**src/rtl/clk_div.sv**
```systemverilog
// Integer clock divider with glitch-free bypass (N = 0/1 passes clk_i straight through).
// Define CLK_DIV_ODD_DUTY50_EN to stretch odd-N high time by half a cycle for 50% duty.
`timescale 1ns/1ps
module clk_div #(
    parameter int unsigned DIV_WIDTH = 4
) (
    input  logic                 clk_i,
    input  logic                 arst_ni,
    input  logic [DIV_WIDTH-1:0] div_i,
    output logic                 clk_o
);

    localparam logic [DIV_WIDTH-1:0] ONE = DIV_WIDTH'(1);

    // ST_BYPASS occupies bit 1 alone so the output mux select is one flop, never a decode.
    typedef enum logic [1:0] {
        ST_START  = 2'b00,
        ST_DIVIDE = 2'b01,
        ST_BYPASS = 2'b10
    } state_e;

    state_e               state_q;
    state_e               state_d;
    logic [DIV_WIDTH-1:0] div_q;
    logic [DIV_WIDTH-1:0] div_d;
    logic [DIV_WIDTH-1:0] cnt_q;
    logic [DIV_WIDTH-1:0] cnt_d;
    logic [DIV_WIDTH-1:0] cnt_inc;
    logic [DIV_WIDTH-1:0] half;
    logic                 pos_q;
    logic                 pos_d;
    logic                 boundary;
    logic                 div_clk;

    assign cnt_inc  = cnt_q + ONE;
    assign half     = div_q >> 1;
    // Outside divide mode every clk_i edge is a period boundary.
    assign boundary = (state_q != ST_DIVIDE) || (cnt_q == (div_q - ONE));

    always_ff @(posedge clk_i or negedge arst_ni) begin
        if (!arst_ni) begin
            state_q <= ST_START;
            div_q   <= '0;
            cnt_q   <= '0;
            pos_q   <= 1'b0;
        end else begin
            state_q <= state_d;
            div_q   <= div_d;
            cnt_q   <= cnt_d;
            pos_q   <= pos_d;
        end
    end

    always_comb begin
        state_d = state_q;
        if (boundary) begin
            state_d = (div_i <= ONE) ? ST_BYPASS : ST_DIVIDE;
        end
    end

    // A boundary always raises pos, which makes every mode switch land on a clk_i rise.
    always_comb begin
        div_d = div_q;
        cnt_d = cnt_q;
        pos_d = pos_q;
        if (boundary) begin
            div_d = div_i;
            cnt_d = '0;
            pos_d = 1'b1;
        end else begin
            cnt_d = cnt_inc;
            pos_d = (cnt_inc < half);
        end
    end

`ifdef CLK_DIV_ODD_DUTY50_EN
    logic neg_q;

    always_ff @(negedge clk_i or negedge arst_ni) begin
        if (!arst_ni) begin
            neg_q <= 1'b0;
        end else begin
            neg_q <= pos_q;
        end
    end

    // neg_q trails pos_q by half a cycle, so OR-ing it extends only the falling edge.
    assign div_clk = pos_q | (div_q[0] & neg_q);
`else
    assign div_clk = pos_q;
`endif

    always_comb begin
        clk_o = div_clk;
        if (state_q[1]) begin
            clk_o = clk_i;
        end
    end

endmodule

```
**config.mk**
```make
export PLATFORM = sky130hd
export DESIGN_NAME = clk_div
export DESIGN_NICKNAME = d
export VERILOG_FILES = /design/src/rtl/clk_div.sv
export SDC_FILE = /design/constraint.sdc
export NUM_CORES = 1
export LEC_CHECK = 0
export CORE_AREA = 2 2 39 41
export DETAILED_ROUTE_END_ITERATION = 8
export DIE_AREA = 0 0 41 43
export PLACE_DENSITY_LB_ADDON = 0.2
export SLEW_MARGIN = 20
export SYNTH_ARGS = -nofsm -noshare
export SYNTH_HDL_FRONTEND = slang
export SYNTH_SLANG_ARGS = --single-unit
```
**constraint.sdc**
```tcl
create_clock -name clk_i -period 1.69 [get_ports clk_i]
set_input_delay 0.338 -clock clk_i [delete_from_list [all_inputs] [get_ports clk_i]]
set_output_delay 0.338 -clock clk_i [all_outputs]
set_load 0.1 [all_outputs]
```
==> summary.md <==
| Metric | Value |
|---|---|
| Status | finished with violations |
| Violated checks | setup timing |
| Sequential fraction of the synthesis area | approximately 47% |
| Clk_skew | about 0.0055 ns |
| # IOs | 7 |
| RSZ-0062 raised after global routing | yes |
| Cell Chain, Critical Path | buf_6 -> nor3_4 -> xnor2_2 -> o41ai_2 -> buf_4 -> mux2_4 |
| Post-synthesis cell type count | 18 |
| Detailed Place HPWL | approximately 710 µm |
| Synth Instances | slightly below 50 |
| Num rows | 14 |
| Hold buffers post-CTS | 0 |
| Die height | about 43 µm |
| Pins Over Slew Limit | 0 |
| Critical path buffers and inverters | 2 |
| Worst-Margin Slew | 0.518 ns |
| Post-route setup slack | -0.108 ns |
| Vias in the first global route | between 400 and 500 |
| Syn_nets | between 50 and 60 |
| Max Clk Rate | around 560 MHz |
| Largest family of logic cells by synthesized area | XOR/XNOR gates |
| Core area | 0.00138 mm² |
| Drt wl/cell | between 10 and 15 µm |
| Via count | 421 |
| Fin util | ~63% |
| Critical path type | reg2reg |
| Fin nets | 81 |
| Max Fanout on Critical Path | 7 |
| Layout cells sized above 1 | 42.9% |
| Xor and xnor area share after synthesis | about an eighth |
| PwrDens | 2620 mW/mm² |
| Worst VDD drop | roughly 1500 µV |
| Final setup violation count | 6 |
| Die Area | approximately 0.0018 mm² |
| Largest net degree at the start of global routing | 12 |
| Worst min path class | in2async |
| Delay-heaviest family, CP | flip-flops |
| Clock slew seen by the registers of the worst setup and hold paths | 0.08 ns |
| Synth Area in Simple Gates | 9.03% |
| Layout Area Growth over Synthesis | 49.5% |
| Post-Synth Adder-Cell Area | roughly 8.6% |
| Drt drc | 0 |
| Synth Register Bits | 11 |
| Compound-Gate Fraction of Synth Area | 6.24% |
| N_diodes | 0 |
| Layout Cells excl Fill | 86 |
| DR iter-0 viols | 1 |
| Critical Path Sink Type | flip-flop |
| Critical path data arrival time | approximately 2.1 ns |
| DRT antenna net count | 0 |
| Min cycle time layout | roughly 1.8 ns |
| Crit-path slowest cell | dfrtp_1 |
| Slew HR | between 60% and 70% |
| Max Cap Viol | 0 |
| Lkg Pwr | between 0.4 and 0.5 nW |
| First-pass GRT wire length | between 1.5 and 2 mm |
| Mapped Area | around 580 µm² |
| CTS tree | yes |
| GRT Total Usage | ~17% |
| Worst setup SP type | flip-flop |
| Mean area per synthesized cell | around 12 µm² |
| Crit-path max cell delay | 0.40 ns |
| GP Congestion | 0.785 |
| DRT Wirelength | 1.18 mm |
| Mux contribution to synthesized area | a little under an eighth |
| CP Data Required Time | ~2.0 ns |
| Port Buffers | 6 |
| Period utilization | 106% |
| DR vias/cell | between 4 and 5 |
| Skew-Pair Late Insertion Delay | 0.37 ns |
| Grt ovf | 0 |
| Synth warnings | 0 |
| Final hold viol count | 0 |
| Die width | about 40 µm |
| TritonRoute pass-1 iters | 2 |
| Initial antenna violation count | 0 |
| Initial Util | between 40% and 50% |
| Placed instance count | 76 |
==> flip-flops by register name (all words and copies together), names as in the netlist <==
signal	count
cnt_q	4
div_q	4
state_q	2
div_clk	1
==> per-stage QoR <==
stage	power (mW)	cell area [µm²]	setup WS, ns	TNS, ns	hold WS, ns
2_1_floorplan	1.31	582	-0.136	-0.433	0.0424
4_1_cts	1.99	792	-0.117	-0.534	0.316
3_5_place_dp	1.58	696	-0.690	-1.34	0.529
6_report	2.27	870	-0.108	-0.460	0.302
5_1_grt	2.46	870	-0.161	-0.971	0.343
3_3_place_gp	1.57	696	-0.690	-1.33	0.520
==> layout by cell type, fill, tap and decap left out, drive strengths merged <==
cell and instances:
a21boi 1, clkdlybuf4s50 5, inv 5, o41ai 1, nand2 2, mux2 5, nor2b 2, ha 4
nand3 1, xor2 2, buf 12, o21ai 1, clkbuf 5, nor3 2, o21bai 1, nor2 3
dfrtp 11, and2 1, xnor2 6
==> final cells by class <==
cell class                 instances  area [µm²]
clock buffer                       7        65.1
inverter                           5        18.8
tap                               16        20.0
sequential                        11         277
fill                             117         514
timing repair buffer              15         140
multi-input combinational         32         349
==> cells in the mapped netlist <==
| cell type | count | share of area [%] |
|---|---|---|
| and2_1 | 1 | 1.1 |
| ha_1 | 4 | 8.6 |
| o21bai_1 | 1 | 1.3 |
| nor2_1 | 3 | 1.9 |
| o41ai_2 | 1 | 2.8 |
| nor3_1 | 2 | 1.7 |
| a21boi_0 | 1 | 1.3 |
| xnor2_1 | 6 | 9.0 |
| nand3_1 | 1 | 0.86 |
| nand2_1 | 2 | 1.3 |
| dfrtp_1 | 11 | 47 |
| o21ai_0 | 1 | 0.86 |
| xor2_1 | 2 | 3.0 |
| buf_6 | 1 | 1.9 |
| inv_1 | 5 | 3.2 |
| mux2_4 | 3 | 7.7 |
| mux2_2 | 2 | 3.9 |
| nor2b_1 | 2 | 2.2 |
==> logic make-up (layout without fill, tap and decap cells) <==
| logic type | after synthesis | after routing |
|---|---|---|
| AOI/OAI and AO/OA | 4 | 4 |
| DFF | 11 | 11 |
| adders and majority gates | 4 | 4 |
| muxes | 5 | 5 |
| and+or+nand+nor | 11 | 11 |
| buffers and inverters | 6 | 27 |
| xor gates and xnor gates | 8 | 8 |
==> path summary, 6_finish.rpt <==
path / startpoint / slack [ns] / depth (start not counted) / endpoint
max: div_q[1] / -0.11 / 6 / div_q[0]
min: arst_ni / 0.30 / 1 / div_q[0]
max reg2reg: div_q[1] / -0.11 / 6 / div_q[0]
min reg2reg: cnt_q[0] / 0.55 / 1 / cnt_q[0]
max in group asynchronous: arst_ni / 1.01 / 1 / cnt_q[0]
min in group clk_i: cnt_q[0] / 0.55 / 1 / cnt_q[0]
==> power breakdown <==
group	switching, mW	leakage (nW)	internal [mW]
clock	0.221	0.0415	0.231
sequential	0.124	0.129	0.395
combinational	0.522	0.240	0.780
==> routing by layer <==
| metal | share of wire [%] | up-vias | wire length, µm | track usage (%) |
|---|---|---|---|---|
| li1 | - | 202 | - | - |
| met1 | 47 | 210 | 559 | 22.2 |
| met2 | 49 | 7 | 577 | 23.4 |
| met3 | 3.0 | 2 | 36 | 5.76 |
| met4 | 0.84 | 0 | 10 | 10.7 |
| met5 | 0 | - | 0 | 0 |
==> timing repair <==
action | in CTS | in global routing
setup buffers | 3 | 1
resized for setup | 14 | 14
pin swaps | 3 | 4
setup endpoints to repair | 9 | 9
Note: power is estimated with default switching activity, not from simulation.
